File: src/rtl/regfile_write_arbiter.sv
`timescale 1ns/1ps
// regfile_write_arbiter
//   Owns the single write port (Bus/DR/WE) of the LC-3 8x16 register file.
//   The port is shared between requester A (core writeback, normally wins)
//   and requester B (debug/loader port). B is forced through after A has won
//   STARVE_LIMIT times in a row while B was waiting. On command, an init
//   sequence writes INIT_VAL to every register R0..R(NREG-1) in ascending
//   order. All write-port outputs are registered, so an accept in cycle N
//   shows up as WE=1 with the winner's DR/Bus in cycle N+1.
//
// Ports
//   i_clk        rising-edge clock
//   i_reset      synchronous active-high reset
//   i_a_valid    A write request (dr/data held stable until accepted)
//   i_a_dr       A destination register
//   i_a_data     A write data
//   o_a_ready    A accepted this cycle when i_a_valid & o_a_ready
//   i_b_valid    B write request (dr/data held stable until accepted)
//   i_b_dr       B destination register
//   i_b_data     B write data
//   o_b_ready    B accepted this cycle when i_b_valid & o_b_ready
//   i_init_start request the init sequence (only looked at while arbitrating)
//   o_init_busy  high during the init write cycles
//   o_init_done  one-cycle pulse in the first arbitration cycle after init
//   o_bus        register file data input
//   o_dr         register file destination select
//   o_we         register file write enable

module regfile_write_arbiter #(
  parameter int                 WIDTH        = 16,
  parameter int                 AW           = 3,
  parameter logic [WIDTH-1:0]   INIT_VAL     = '0,
  parameter int                 STARVE_LIMIT = 4
) (
  input  logic             i_clk,
  input  logic             i_reset,
  input  logic             i_a_valid,
  input  logic [AW-1:0]    i_a_dr,
  input  logic [WIDTH-1:0] i_a_data,
  output logic             o_a_ready,
  input  logic             i_b_valid,
  input  logic [AW-1:0]    i_b_dr,
  input  logic [WIDTH-1:0] i_b_data,
  output logic             o_b_ready,
  input  logic             i_init_start,
  output logic             o_init_busy,
  output logic             o_init_done,
  output logic [WIDTH-1:0] o_bus,
  output logic [AW-1:0]    o_dr,
  output logic             o_we
);

  typedef enum logic {
    ST_ARB  = 1'b0,
    ST_INIT = 1'b1
  } state_t;

  localparam logic [3:0]    LIMIT    = 4'(STARVE_LIMIT);
  localparam logic [AW-1:0] LAST_IDX = {AW{1'b1}};

  state_t           r_state;
  state_t           w_stateNext;

  logic [3:0]       r_starveCnt;
  logic [3:0]       w_starveNext;
  logic [AW-1:0]    r_idx;
  logic [AW-1:0]    w_idxNext;

  logic             r_we;
  logic             w_weNext;
  logic [AW-1:0]    r_dr;
  logic [AW-1:0]    w_drNext;
  logic [WIDTH-1:0] r_bus;
  logic [WIDTH-1:0] w_busNext;
  logic             r_initBusy;
  logic             w_initBusyNext;
  logic             r_initDone;
  logic             w_initDoneNext;

  logic             w_starved;
  logic             w_arbOpen;
  logic             w_aAccept;
  logic             w_bAccept;

  // The ready handshake is combinational. Arbitration is only open in ARB
  // when no init request is pending and reset is low. A normally wins; once
  // B has been passed over STARVE_LIMIT times, B takes the port and A is
  // held off, so at most one requester is accepted per cycle.
  always_comb begin
    w_starved = (r_starveCnt == LIMIT);
    w_arbOpen = (r_state == ST_ARB) && !i_init_start && !i_reset;
    o_a_ready = w_arbOpen && !(i_b_valid && w_starved);
    o_b_ready = w_arbOpen && (!i_a_valid || w_starved);
    w_aAccept = i_a_valid && o_a_ready;
    w_bAccept = i_b_valid && o_b_ready;
  end

  // Next-state and next-output logic. WE defaults low and DR/Bus hold their
  // last values, so a cycle with no accept leaves the write port idle. The
  // init sequence launches its first write (DR=0) on the same edge that
  // enters INIT, which keeps DR equal to idx in every INIT cycle.
  always_comb begin
    w_stateNext    = r_state;
    w_starveNext   = r_starveCnt;
    w_idxNext      = r_idx;
    w_weNext       = 1'b0;
    w_drNext       = r_dr;
    w_busNext      = r_bus;
    w_initBusyNext = 1'b0;
    w_initDoneNext = 1'b0;

    case (r_state)
      ST_ARB: begin
        // Count consecutive A wins over a waiting B. A cycle in which B
        // goes through, or B is not asking, clears the count.
        if (w_aAccept && i_b_valid) begin
          if (r_starveCnt != LIMIT) begin
            w_starveNext = r_starveCnt + 4'd1;
          end
        end else if (w_bAccept || !i_b_valid) begin
          w_starveNext = 4'd0;
        end

        if (i_init_start) begin
          w_stateNext    = ST_INIT;
          w_idxNext      = '0;
          w_weNext       = 1'b1;
          w_drNext       = '0;
          w_busNext      = INIT_VAL;
          w_initBusyNext = 1'b1;
        end else if (w_aAccept) begin
          w_weNext  = 1'b1;
          w_drNext  = i_a_dr;
          w_busNext = i_a_data;
        end else if (w_bAccept) begin
          w_weNext  = 1'b1;
          w_drNext  = i_b_dr;
          w_busNext = i_b_data;
        end
      end

      ST_INIT: begin
        // The write for the current idx is on the port right now. After the
        // last register, return to ARB and pulse init_done in that cycle.
        if (r_idx == LAST_IDX) begin
          w_stateNext    = ST_ARB;
          w_initDoneNext = 1'b1;
        end else begin
          w_idxNext      = r_idx + 1'b1;
          w_weNext       = 1'b1;
          w_drNext       = r_idx + 1'b1;
          w_busNext      = INIT_VAL;
          w_initBusyNext = 1'b1;
        end
      end

      default: begin
        w_stateNext = ST_ARB;
      end
    endcase
  end

  // State and registered write-port outputs. Reset wins in any state and
  // simply abandons an init sequence in progress without a done pulse.
  always_ff @(posedge i_clk) begin
    if (i_reset) begin
      r_state     <= ST_ARB;
      r_starveCnt <= 4'd0;
      r_idx       <= '0;
      r_we        <= 1'b0;
      r_dr        <= '0;
      r_bus       <= '0;
      r_initBusy  <= 1'b0;
      r_initDone  <= 1'b0;
    end else begin
      r_state     <= w_stateNext;
      r_starveCnt <= w_starveNext;
      r_idx       <= w_idxNext;
      r_we        <= w_weNext;
      r_dr        <= w_drNext;
      r_bus       <= w_busNext;
      r_initBusy  <= w_initBusyNext;
      r_initDone  <= w_initDoneNext;
    end
  end

  assign o_we        = r_we;
  assign o_dr        = r_dr;
  assign o_bus       = r_bus;
  assign o_init_busy = r_initBusy;
  assign o_init_done = r_initDone;

endmodule

File: config.mk
export PLATFORM = sky130hd
export DESIGN_NAME = regfile_write_arbiter
export DESIGN_NICKNAME = d
export VERILOG_FILES = /design/src/rtl/regfile_write_arbiter.sv
export SDC_FILE = /design/constraint.sdc
export NUM_CORES = 1
export LEC_CHECK = 0
export CORE_MARGIN = 4
export CORE_UTILIZATION = 40
export DETAILED_ROUTE_END_ITERATION = 10
export MAX_ROUTING_LAYER = met4
export PLACE_DENSITY = 0.8
export SKIP_CTS_REPAIR_TIMING = 1
export SLEW_MARGIN = 0
export SYNTH_ARGS = -nofsm -noshare
export SYNTH_HDL_FRONTEND = slang
export SYNTH_SLANG_ARGS = --single-unit
export TNS_END_PERCENT = 30
File: constraint.sdc
create_clock -name i_clk -period 1.9 [get_ports i_clk]
set_input_delay 0.285 -clock i_clk [delete_from_list [all_inputs] [get_ports i_clk]]
set_output_delay 0.285 -clock i_clk [all_outputs]
set_load 0.01 [all_outputs]
# Word-level counts from Yosys, hierarchy flattened

Index checks and enable logic that the tools add are counted.

Output and inout port bits: 24
Input bits: 43
Register bits after elaboration: 29
Word-level logic and storage cells: 60

Reductions and logical operators: 20
Equal/unequal tests: 7
Bitwise gates (word level): 1
$add $sub $neg: 2
Mux-type cells: 23

Operators with widths:

| cell                  | count |
|---|---|
| $mux W16              | 4 |
| $pmux W16 S2          | 1 |
| $mux W3               | 5 |
| $mux W4               | 3 |
| $pmux W3 S2           | 2 |
| $logic_and A1 B1 Y1   | 8 |
| $mux W1               | 6 |
| $logic_not A1 Y1      | 5 |
| $add A4 B1 Y4 const B | 1 |
| $eq A4 B3 Y1 const B  | 1 |
| $ne A2 B2 Y1 const B  | 2 |
| $ne A4 B3 Y1 const B  | 1 |
| $ne A4 B4 Y1 const B  | 1 |
| $pmux W1 S2           | 2 |
| $reduce_and A2 Y1     | 2 |
| $add A3 B1 Y3 const B | 1 |
| $eq A3 B3 Y1 const B  | 1 |
| $reduce_and A3 Y1     | 1 |
| $logic_or A1 B1 Y1    | 2 |
| $ne A2 B1 Y1 const B  | 1 |
| $reduce_bool A2 Y1    | 1 |
| $reduce_or A2 Y1      | 1 |
| $not A1 Y1            | 1 |

# Logic depth before layout (Yosys ltp)

Gate-level depths: netlist of run 1.

Depth in word-level cells: 9
Mapped depth: 7

# Worst setup path before layout of run 1

OpenSTA, ideal clock, no wires.

Path type: register -> register
Start point: reg r_idx[0]
End point: reg r_bus[10] (netlist: o_bus[10])
Path slack: 205 ps
Clock period less this slack: 1695 ps
Stages on the path, launching flop included: 8
Buffers on the path: 1
Setup time: 119 ps
Arrival: 1576 ps
Required time: 1781 ps
Path through: dfxtp_1 ha_1 ha_1 nand2_1 a21boi_2 nor2_1 buf_2 o2bb2ai_1

Cells in the longest elaborated chain, start to end: 3

Ends and longest elaborated chain:

| item                        | RTL line | RTL |
|---|---|---|
| from (decl)                 | 66       | `logic [AW-1:0] r_idx;` |
| from (signal assigned)      | 178      | `r_idx <= w_idxNext;` |
| $eq A3 B3 Y1                | 145      | `if (r_idx == LAST_IDX) begin` |
| $ne A2 B2 Y1 (no line)      | -        |  |
| $reduce_and A2 Y1 (no line) | -        |  |
| to (signal assigned)        | 181      | `r_bus <= w_busNext;` |
| to (decl)                   | 73       | `logic [WIDTH-1:0] r_bus;` |

No other way between the ends.
A chain may end at the register's enable or synchronous reset.

# Worst setup path after layout of run 1

Start point: reg r_starveCnt[0]
End point: reg r_dr[2] (netlist: o_dr[2])

Cells in the longest elaborated chain, start to end: 8

Ends and longest elaborated chain:

| item                   | RTL line | RTL |
|---|---|---|
| from (decl)            | 64       | `logic [3:0] r_starveCnt;` |
| from (signal assigned) | 177      | `r_starveCnt <= w_starveNext;` |
| $eq A4 B3 Y1 *         | 90       | `w_starved = (r_starveCnt == LIMIT);` |
| $logic_and A1 B1 Y1    | 92       | `o_a_ready = w_arbOpen && !(i_b_valid && w_starved);` |
| $logic_not A1 Y1       | 92       |  |
| $logic_and A1 B1 Y1    | 92       |  |
| $logic_and A1 B1 Y1    | 94       | `w_aAccept = i_a_valid && o_a_ready;` |
| $mux W3                | 131      | `end else if (w_aAccept) begin` |
| $mux W3                | 124      | `if (i_init_start) begin` |
| $pmux W3 S2            | 112      | `case (r_state)` |
| to (signal assigned)   | 180      | `r_dr <= w_drNext;` |
| to (decl)              | 71       | `logic [AW-1:0] r_dr;` |

Mark *: on every way between the ends. The rest lies on a longest branch, timed or not.

==> metrics.cfg, run 1 <==
[setup_path]
cp-end-kind = flop
path_class = flop to flop
critPathArrivalTime_ns = 2.01
startpoint_type = flop
critPathRequiredTime_ns = 2.14
critPathMaxFanout = 5

[grt]
first_global_vias = 1341
antenna_found_initial = 0
grt_usage_pct = 17.9
grt_pass1_wl_mm = 5.84
grt_max_degree = 18
grt-ovfl-total = 0

[run_status]
run_status = completed

[sta]
skew_ns = 0.0103
max_slew_margin_pct = 69.5
fin_crit_sh_pct = 93.2
tightest_slew_ns = 0.453
hold_slack_ns = 0.468
period_minus_slack_ns = 1.77
rsz0062_at_grt = no
finalMaxSlewViolations = 0
worst_slack_ns = 0.130
fin_setup_tns_ns = 0
finalSetupViolCount = 0
hold_viol_final = 0
fmax_mhz = 565

[route]
met1Wirelength_mm = 1.51
drt_wl_total_mm = 3.80
ant_nets = 0
dr_wl_met3_um = 156
drc = 0
num_vias = 1301
drt-wirelength-per-cell_um = 14.9
dr.pass1.iters = 4
top_layer = met4
drtIter0Drc = 45
vias_per_cell = 5.10
wl_met2_mm = 2.07

[synthesis]
yosysWarnings = 0
synth_fp_nets = 180
netlist_instances = 133
avgSynthCellArea_um2 = 10.2
synthDistinctLibCells = 33
synth_seq_cells = 29
ys_seq_area_share_pct = 42.6
synth_area_mm2 = 0.00136

[clocking]
clock-sinks = 29
clk_pin_slew_ns = 0.09
root_buffer = clkbuf_4
clock_latency_ns = 0.32
htreeDepth = 2
cts_tree = built
cts_buffers = 5
cts_buffer_depth = 2

[cells_and_area]
nNetsFinal = 257
final_common_cell = clkdlybuf4s50_1
syn2layout_area_growth_pct = 62.1
fin_util_pct = 70.0
drive_gt1_share_pct = 13.3
insertedDiodeCount = 0
fillers = 277
final_cell_mix = clkdlybuf4s50_1 (64), dfxtp_1 (29), mux2i_1 (17)

[placement]
pre_cts_ws_ns = -0.225
io_buffers = 66
gp_congestion = 0.853
dp_hpwl_mm = 3.05

[power_and_ir_drop]
irDropWorstVdd_uv = 447
p_leak_nw = 0.946
power.total_mw = 1.37
power_density_mw_per_mm2 = 622

[die]
die_w_um = 66.3
rows = 20
die_area_mm2 = 0.00440
io_pins = 67
die_y_um = 66.3
fp.coreArea_mm2 = 0.00315
start_util_pct = 43.2

[flow_run]
cap_violations = 0

[worst_hold_path]
holdCritPathClass = flop to flop

-- final timing paths --
path | end | slack, ns | start | cells past startpoint
worst max-delay path | o_dr[2]$_SDFFE_PP0P_ | 0.13 | r_starveCnt[0]$_SDFFE_PP0P_ | 5
worst min register to register | o_bus[11]$_SDFFE_PP0P_ | 0.47 | o_bus[11]$_SDFFE_PP0P_ | 1
worst max register to register | o_dr[2]$_SDFFE_PP0P_ | 0.13 | r_starveCnt[0]$_SDFFE_PP0P_ | 5
worst min-delay path | o_bus[11]$_SDFFE_PP0P_ | 0.47 | o_bus[11]$_SDFFE_PP0P_ | 1
-- metal layers --
metal  track usage [%]  up-vias
met1              18.5      615
li1                  -      643
met2              32.6       36
met4              6.85        0
met3              4.08        7
met5                 -        -
-- synthesized netlist by cell type --
cell	instances	share of area, %
buf_2	5	1.8
a31oi_1	1	0.46
o32ai_1	1	0.64
o21ai_0	3	1.1
a21o_1	1	0.55
o22ai_1	1	0.46
nor3_1	1	0.37
a311o_1	1	0.74
dfxtp_1	29	43
mux2_4	3	3.3
nor3b_1	1	0.55
nand2_1	11	3.0
mux2i_1	17	12
nand3_1	1	0.37
nand2b_1	1	0.46
nor2b_1	3	1.4
nor2_1	11	3.0
a22oi_1	2	1.1
o2bb2ai_1	16	10
or3_1	1	0.46
inv_1	4	1.1
ha_1	4	3.7
a21boi_2	1	0.83
nand3b_1	1	0.55
buf_1	1	0.28
mux2_2	1	0.83
xor2_1	1	0.64
o21bai_1	1	0.55
a21oi_1	2	0.74
nor2_2	1	0.46
buf_6	1	0.83
a311oi_2	3	3.3
nand4_1	2	0.92
-- stage by stage --
stage	area, µm²	std cells
2_1_floorplan	1360	133
3_3_place_gp	2130	247
3_5_place_dp	2130	247
4_1_cts	2200	255
5_1_grt	2210	255
6_report	2210	255
-- flip-flops by register name, indices dropped and copies added (netlist names) --
name,count
o_bus,16
o_we,1
r_starveCnt,4
r_idx,3
o_init_done,1
o_init_busy,1
o_dr,3
-- cell type report --
type	instances	area [µm²]	area share [%]
inverter	4	15.0	0.680
clock inverter	1	5.00	0.227
tap	44	55.1	2.49
clock buffer	7	65.1	2.95
multi-input combinational	93	726	32.9
sequential	29	581	26.3
timing repair buffer	77	761	34.5
-- report_power, final --
group	switching [mW]	leakage [nW]	internal (mW)
logic	0.115	0.668	0.184
registers	0.0146	0.237	0.635
clock network	0.210	0.0413	0.214
total	0.339	0.946	1.03
-- kinds of logic (layout without fill, tap and decap cells) --
logic type      Yosys count  in the layout  synth area share (%)
buf+inv                  11             89                  4.04
mux                      21             21                  16.6
compound gates           33             33                  20.8
xor+xnor                  1              1                 0.643
flops                    29             29                  42.6
fa+ha+maj                 4              4                  3.68
simple gates             34             34                  11.6
-- critical path, stage by stage (launching register included) --
cell and delay, ns:
dfxtp_1 0.36, inv_1 0.08, ha_1 0.22, a311o_1 0.45
mux2_4 0.35, a311oi_2 0.23
Power figures use the tool's default switching activity.
==> run 2: changes to the inputs <==
- CORE_ASPECT_RATIO: default -> 1.2
- GPL_TIMING_DRIVEN: default -> 1
==> metrics.cfg, run 2 (synthesis gave the netlist of run 1 again) <==
[run_status]
run_status = completed

[setup_path]
startpoint_type = flop
cp-end-kind = flop
crit_chain = inv_1, ha_1, a311o_1, mux2_4, a311oi_2
r2r_setup_slack_ns = 0.13
critPathMaxFanout = 5
critPathArrivalTime_ns = 2.01
cp_slowest_cell = a311o_1
path_class = flop to flop
r2r-start = r_starveCnt[0]$_SDFFE_PP0P_
r2r_cells = 5
critPathRequiredTime_ns = 2.14
r2r_end = o_dr[2]$_SDFFE_PP0P_
slowest_delay_ns = 0.43

[clocking]
cts_buffer_depth = 2
clock_latency_ns = 0.33
clk_pin_slew_ns = 0.11
cts_buffers = 5
clock-sinks = 29
cts_tree = built
root_buffer = clkbuf_4
htreeDepth = 2

[cells_and_area]
fillers = 258
insertedDiodeCount = 0
drive_gt1_share_pct = 14.5
final_common_cell = clkdlybuf4s50_1
nNetsFinal = 260
largest_reg_flops = 16
fin_area_mm2 = 0.00219
syn2layout_area_growth_pct = 61.0
final_cell_mix = clkdlybuf4s50_1 (64), dfxtp_1 (29), mux2i_1 (17)

[placement]
gp_congestion = 0.883
dp_hpwl_mm = 2.99
dpl_cell_area_mm2 = 0.00213
io_buffers = 66
pre_cts_ws_ns = -0.194

[die]
fp.coreArea_mm2 = 0.00317
die_w_um = 61.3
die_y_um = 71.9
die_area_mm2 = 0.00440
rows = 22
io_pins = 67
start_util_pct = 43.0

[grt]
grt_pass1_wl_mm = 5.70
grt-ovfl-total = 0
first_global_vias = 1310
grt_usage_pct = 17.5
antenna_found_initial = 0
grt_max_degree = 18

[power_and_ir_drop]
p_sw_share_pct = 26.5
p_leak_nw = 0.944
p_int_mw = 0.960
pwr-share-seq_pct = 49.7
irDropWorstVdd_uv = 560
power_density_mw_per_mm2 = 596
power.switching_mw = 0.346
combPwrFrac_pct = 22.8
p_clk_share_pct = 27.5

[sta]
finalMaxSlewViolations = 0
skew_ns = 0.0165
rsz0062_at_grt = no
fmax_mhz = 565
fin_setup_tns_ns = 0
period_minus_slack_ns = 1.77
worst_slack_ns = 0.131
fin_crit_sh_pct = 93.1
hold_viol_final = 0
max_slew_margin_pct = 71.2
finalSetupViolCount = 0
tightest_slew_ns = 0.428

[route]
drt-wirelength-per-cell_um = 14.5
drtIter0Drc = 21
met1Wirelength_mm = 1.37
dr.pass1.iters = 4
wl_met2_mm = 1.78
vias_per_cell = 5.29
top_layer = met4
drc = 0
ant_nets = 0
dr_wl_met3_um = 416
num_vias = 1322
drt_wl_total_mm = 3.63

[worst_hold_path]
hold-path-endpoint = o_bus[4]$_SDFFE_PP0P_
holdCritPathClass = flop to flop
min_path_cells = 1
hp-start = o_bus[4]$_SDFFE_PP0P_

[flow_run]
cap_violations = 0

run 2: layout make-up:
type | instances | area, µm² | area share, %
Clock buffer | 5 | 37.5 | 1.71
Clock inverter | 3 | 17.5 | 0.799
Inverter | 4 | 15.0 | 0.685
Multi-Input combinational cell | 93 | 726 | 33.1
Sequential cell | 29 | 581 | 26.5
Tap cell | 36 | 45.0 | 2.05
Timing Repair Buffer | 80 | 771 | 35.2
run 2: how the worst max path moves through the flow:
stage / end / depth (start not counted) / slack, ns / from
final: o_dr[2]$_SDFFE_PP0P_ / 5 / 0.13 / r_starveCnt[0]$_SDFFE_PP0P_
after global placement: o_a_ready / 4 / -0.17 / i_init_start
after floorplan: o_bus[10]$_SDFFE_PP0P_ / 7 / 0.21 / r_idx[0]$_SDFFE_PP0P_
after global routing: o_dr[0]$_SDFFE_PP0P_ / 5 / 0.06 / r_starveCnt[1]$_SDFFE_PP0P_
after detailed placement: o_a_ready / 4 / -0.19 / i_init_start
after CTS: o_a_ready / 4 / -0.22 / i_init_start
run 2: worst max-delay path: cells and delay by family (launching register included):
kind                     cells  cell delay [ns]
AO/OA/AOI/OAI                2             0.65
adder cells (fa/ha/maj)      1             0.24
buffers and inverters        1             0.08
flip-flops                   1             0.38
multiplexers                 1             0.34
run 2: power groups by stage:
stage	logic, mW	registers [mW]	clock network, mW
finish	0.298	0.649	0.359
global route	0.320	0.652	0.404
CTS	0.302	0.649	0.377
detailed placement	0.301	0.663	0
global placement	0.293	0.662	0
floorplan	0.109	0.673	0
run 2: per-layer routing:
metal	GRT usage, %	up-vias
li1	-	647
met1	17.2	616
met2	31.1	52
met3	4.45	7
met4	7.95	0
met5	-	-
run 2: per-stage QoR:
stage                     total power, mW  hold slack, ns  utilization (%)  instances
final                                1.31           0.470             69.2        250
after global routing                 1.38           0.489             69.2        250
after CTS                            1.33           0.476             69.1        250
after detailed placement            0.964           0.448             67.4        242
after global placement              0.955           0.445             67.4        242
after floorplan                     0.782           0.460                -        133
==> run 3: changes to the inputs <==
- CORE_UTILIZATION: 40 -> 43
- PLACE_DENSITY: 0.8 -> 0.85
- clock period: 1.9 -> 2.25 ns (I/O delays scaled with it)
==> metrics.cfg, run 3 (synthesis gave the netlist of run 1 again) <==
[setup_path]
crit_chain = ha_1, ha_1, nand2_1, a21boi_2, buf_4, nand2_1, o2bb2ai_1
slowest_delay_ns = 0.34
path_class = flop to flop
startpoint_type = flop
cp_slowest_cell = dfxtp_1
crit_family = compound AO/OA/AOI/OAI gates
cp-end-kind = flop
critPathRequiredTime_ns = 2.50
critPathArrivalTime_ns = 2.21
critPathMaxFanout = 16
path_buf_inv = 1
worstSetupStartpoint = r_idx[0]$_SDFFE_PP0P_
r2r-start = r_idx[0]$_SDFFE_PP0P_

[power_and_ir_drop]
p_int_mw = 0.804
p_sw_share_pct = 25.8
p_clk_share_pct = 26.9
combPwrFrac_pct = 22.4
p_leak_nw = 0.911
power_density_mw_per_mm2 = 506
power.switching_mw = 0.279
pwr-share-seq_pct = 50.7
irDropWorstVdd_uv = 304

[sta]
period_minus_slack_ns = 1.96
finalSetupViolCount = 0
worst_slack_ns = 0.290
rsz0062_at_grt = no
skew_ns = 0.00989
finalMaxSlewViolations = 0
hold_viol_final = 0
max_slew_margin_pct = 55.2
tightest_slew_ns = 0.671
hold_slack_ns = 0.466
fmax_mhz = 510
fin_crit_sh_pct = 87.1

[cells_and_area]
final_cell_mix = clkdlybuf4s50_1 (64), dfxtp_1 (29), mux2i_1 (17)
fin_util_pct = 70.0
syn2layout_area_growth_pct = 57.1
drive_gt1_share_pct = 11.6
nNetsFinal = 253
insertedDiodeCount = 0
fin_area_mm2 = 0.00214
regArea_um2 = 581
largest_reg_flops = 16
fillers = 231
final_common_cell = clkdlybuf4s50_1
multiInputGateArea_um2 = 728

[grt]
grt-ovfl-total = 0
first_global_vias = 1266
grt_usage_pct = 18.5
antenna_found_initial = 0
grt_pass1_wl_mm = 5.68
grt_max_degree = 17

[worst_hold_path]
hp-start = o_bus[0]$_SDFFE_PP0P_
holdCritPathClass = flop to flop

[clocking]
cts_tree = built
cts_buffer_depth = 2
cts_buffers = 5
root_buffer = clkbuf_4
clock-sinks = 29
clock_latency_ns = 0.32
htreeDepth = 2
clk_pin_slew_ns = 0.09

[route]
drt_wl_total_mm = 3.60
num_vias = 1283
drtIter0Drc = 26
ant_nets = 0
vias_per_cell = 5.28
dr.pass1.iters = 4
drt-wirelength-per-cell_um = 14.8
drc = 0

[placement]
dpl_cell_area_mm2 = 0.00208
io_buffers = 66
gp_congestion = 0.856
dp_hpwl_mm = 2.93
pre_cts_ws_ns = -0.00351

[die]
die_y_um = 69.6
die_area_mm2 = 0.00413
fp.coreArea_mm2 = 0.00306
die_w_um = 59.4
rows = 22
start_util_pct = 44.6
io_pins = 67

[flow_run]
cap_violations = 0

[run_status]
run_status = completed

## run 3: cell types whose count changed in the layout (fill, tap and decap cells not counted)
| cell | change |
|---|---|
| nor2_1 | -1 |
| clkbuf_1 | +1 |
| nor2_2 | +1 |
| buf_4 | -7 |
| clkinvlp_4 | -1 |
## run 3: layout make-up
class / count / area share [%]
clock inverters: 2 / 0.468
multi-input cells: 93 / 34.1
inverters: 4 / 0.702
repair buffers: 73 / 33.6
flip-flops and latches: 29 / 27.2
well taps: 36 / 2.11
clock buffers: 6 / 1.93
## run 3: final timing paths
path | end | slack (ns) | cells after the start
max reg2reg | o_bus[9]$_SDFFE_PP0P_ | 0.29 | 7
max | o_bus[9]$_SDFFE_PP0P_ | 0.29 | 7
min reg2reg | o_bus[0]$_SDFFE_PP0P_ | 0.47 | 1
min | o_bus[0]$_SDFFE_PP0P_ | 0.47 | 1
## run 3: stage by stage
stage                     power, mW  std cells   TNS, ns
after floorplan               0.660        133         0
after global placement        0.797        235         0
after detailed placement      0.806        235  -0.00501
after CTS                      1.10        243         0
after global routing           1.14        243         0
final                          1.08        243         0
## run 3: layer usage
layer	share of wire, %	track usage [%]	up-vias	routed length, µm
met5	0	-	-	0
met4	1.6	7.56	0	59
met3	9.3	5.77	5	333
met2	52	32.3	45	1890
met1	37	18.3	598	1310
li1	-	-	635	-
## run 3: power by group through the flow
stage / sequential (mW) / clock (mW) / combinational, mW
2_1_floorplan: 0.569 / 0 / 0.0918
3_3_place_gp: 0.560 / 0 / 0.237
3_5_place_dp: 0.561 / 0 / 0.244
4_1_cts: 0.550 / 0.302 / 0.245
5_1_grt: 0.553 / 0.331 / 0.260
6_report: 0.549 / 0.291 / 0.242
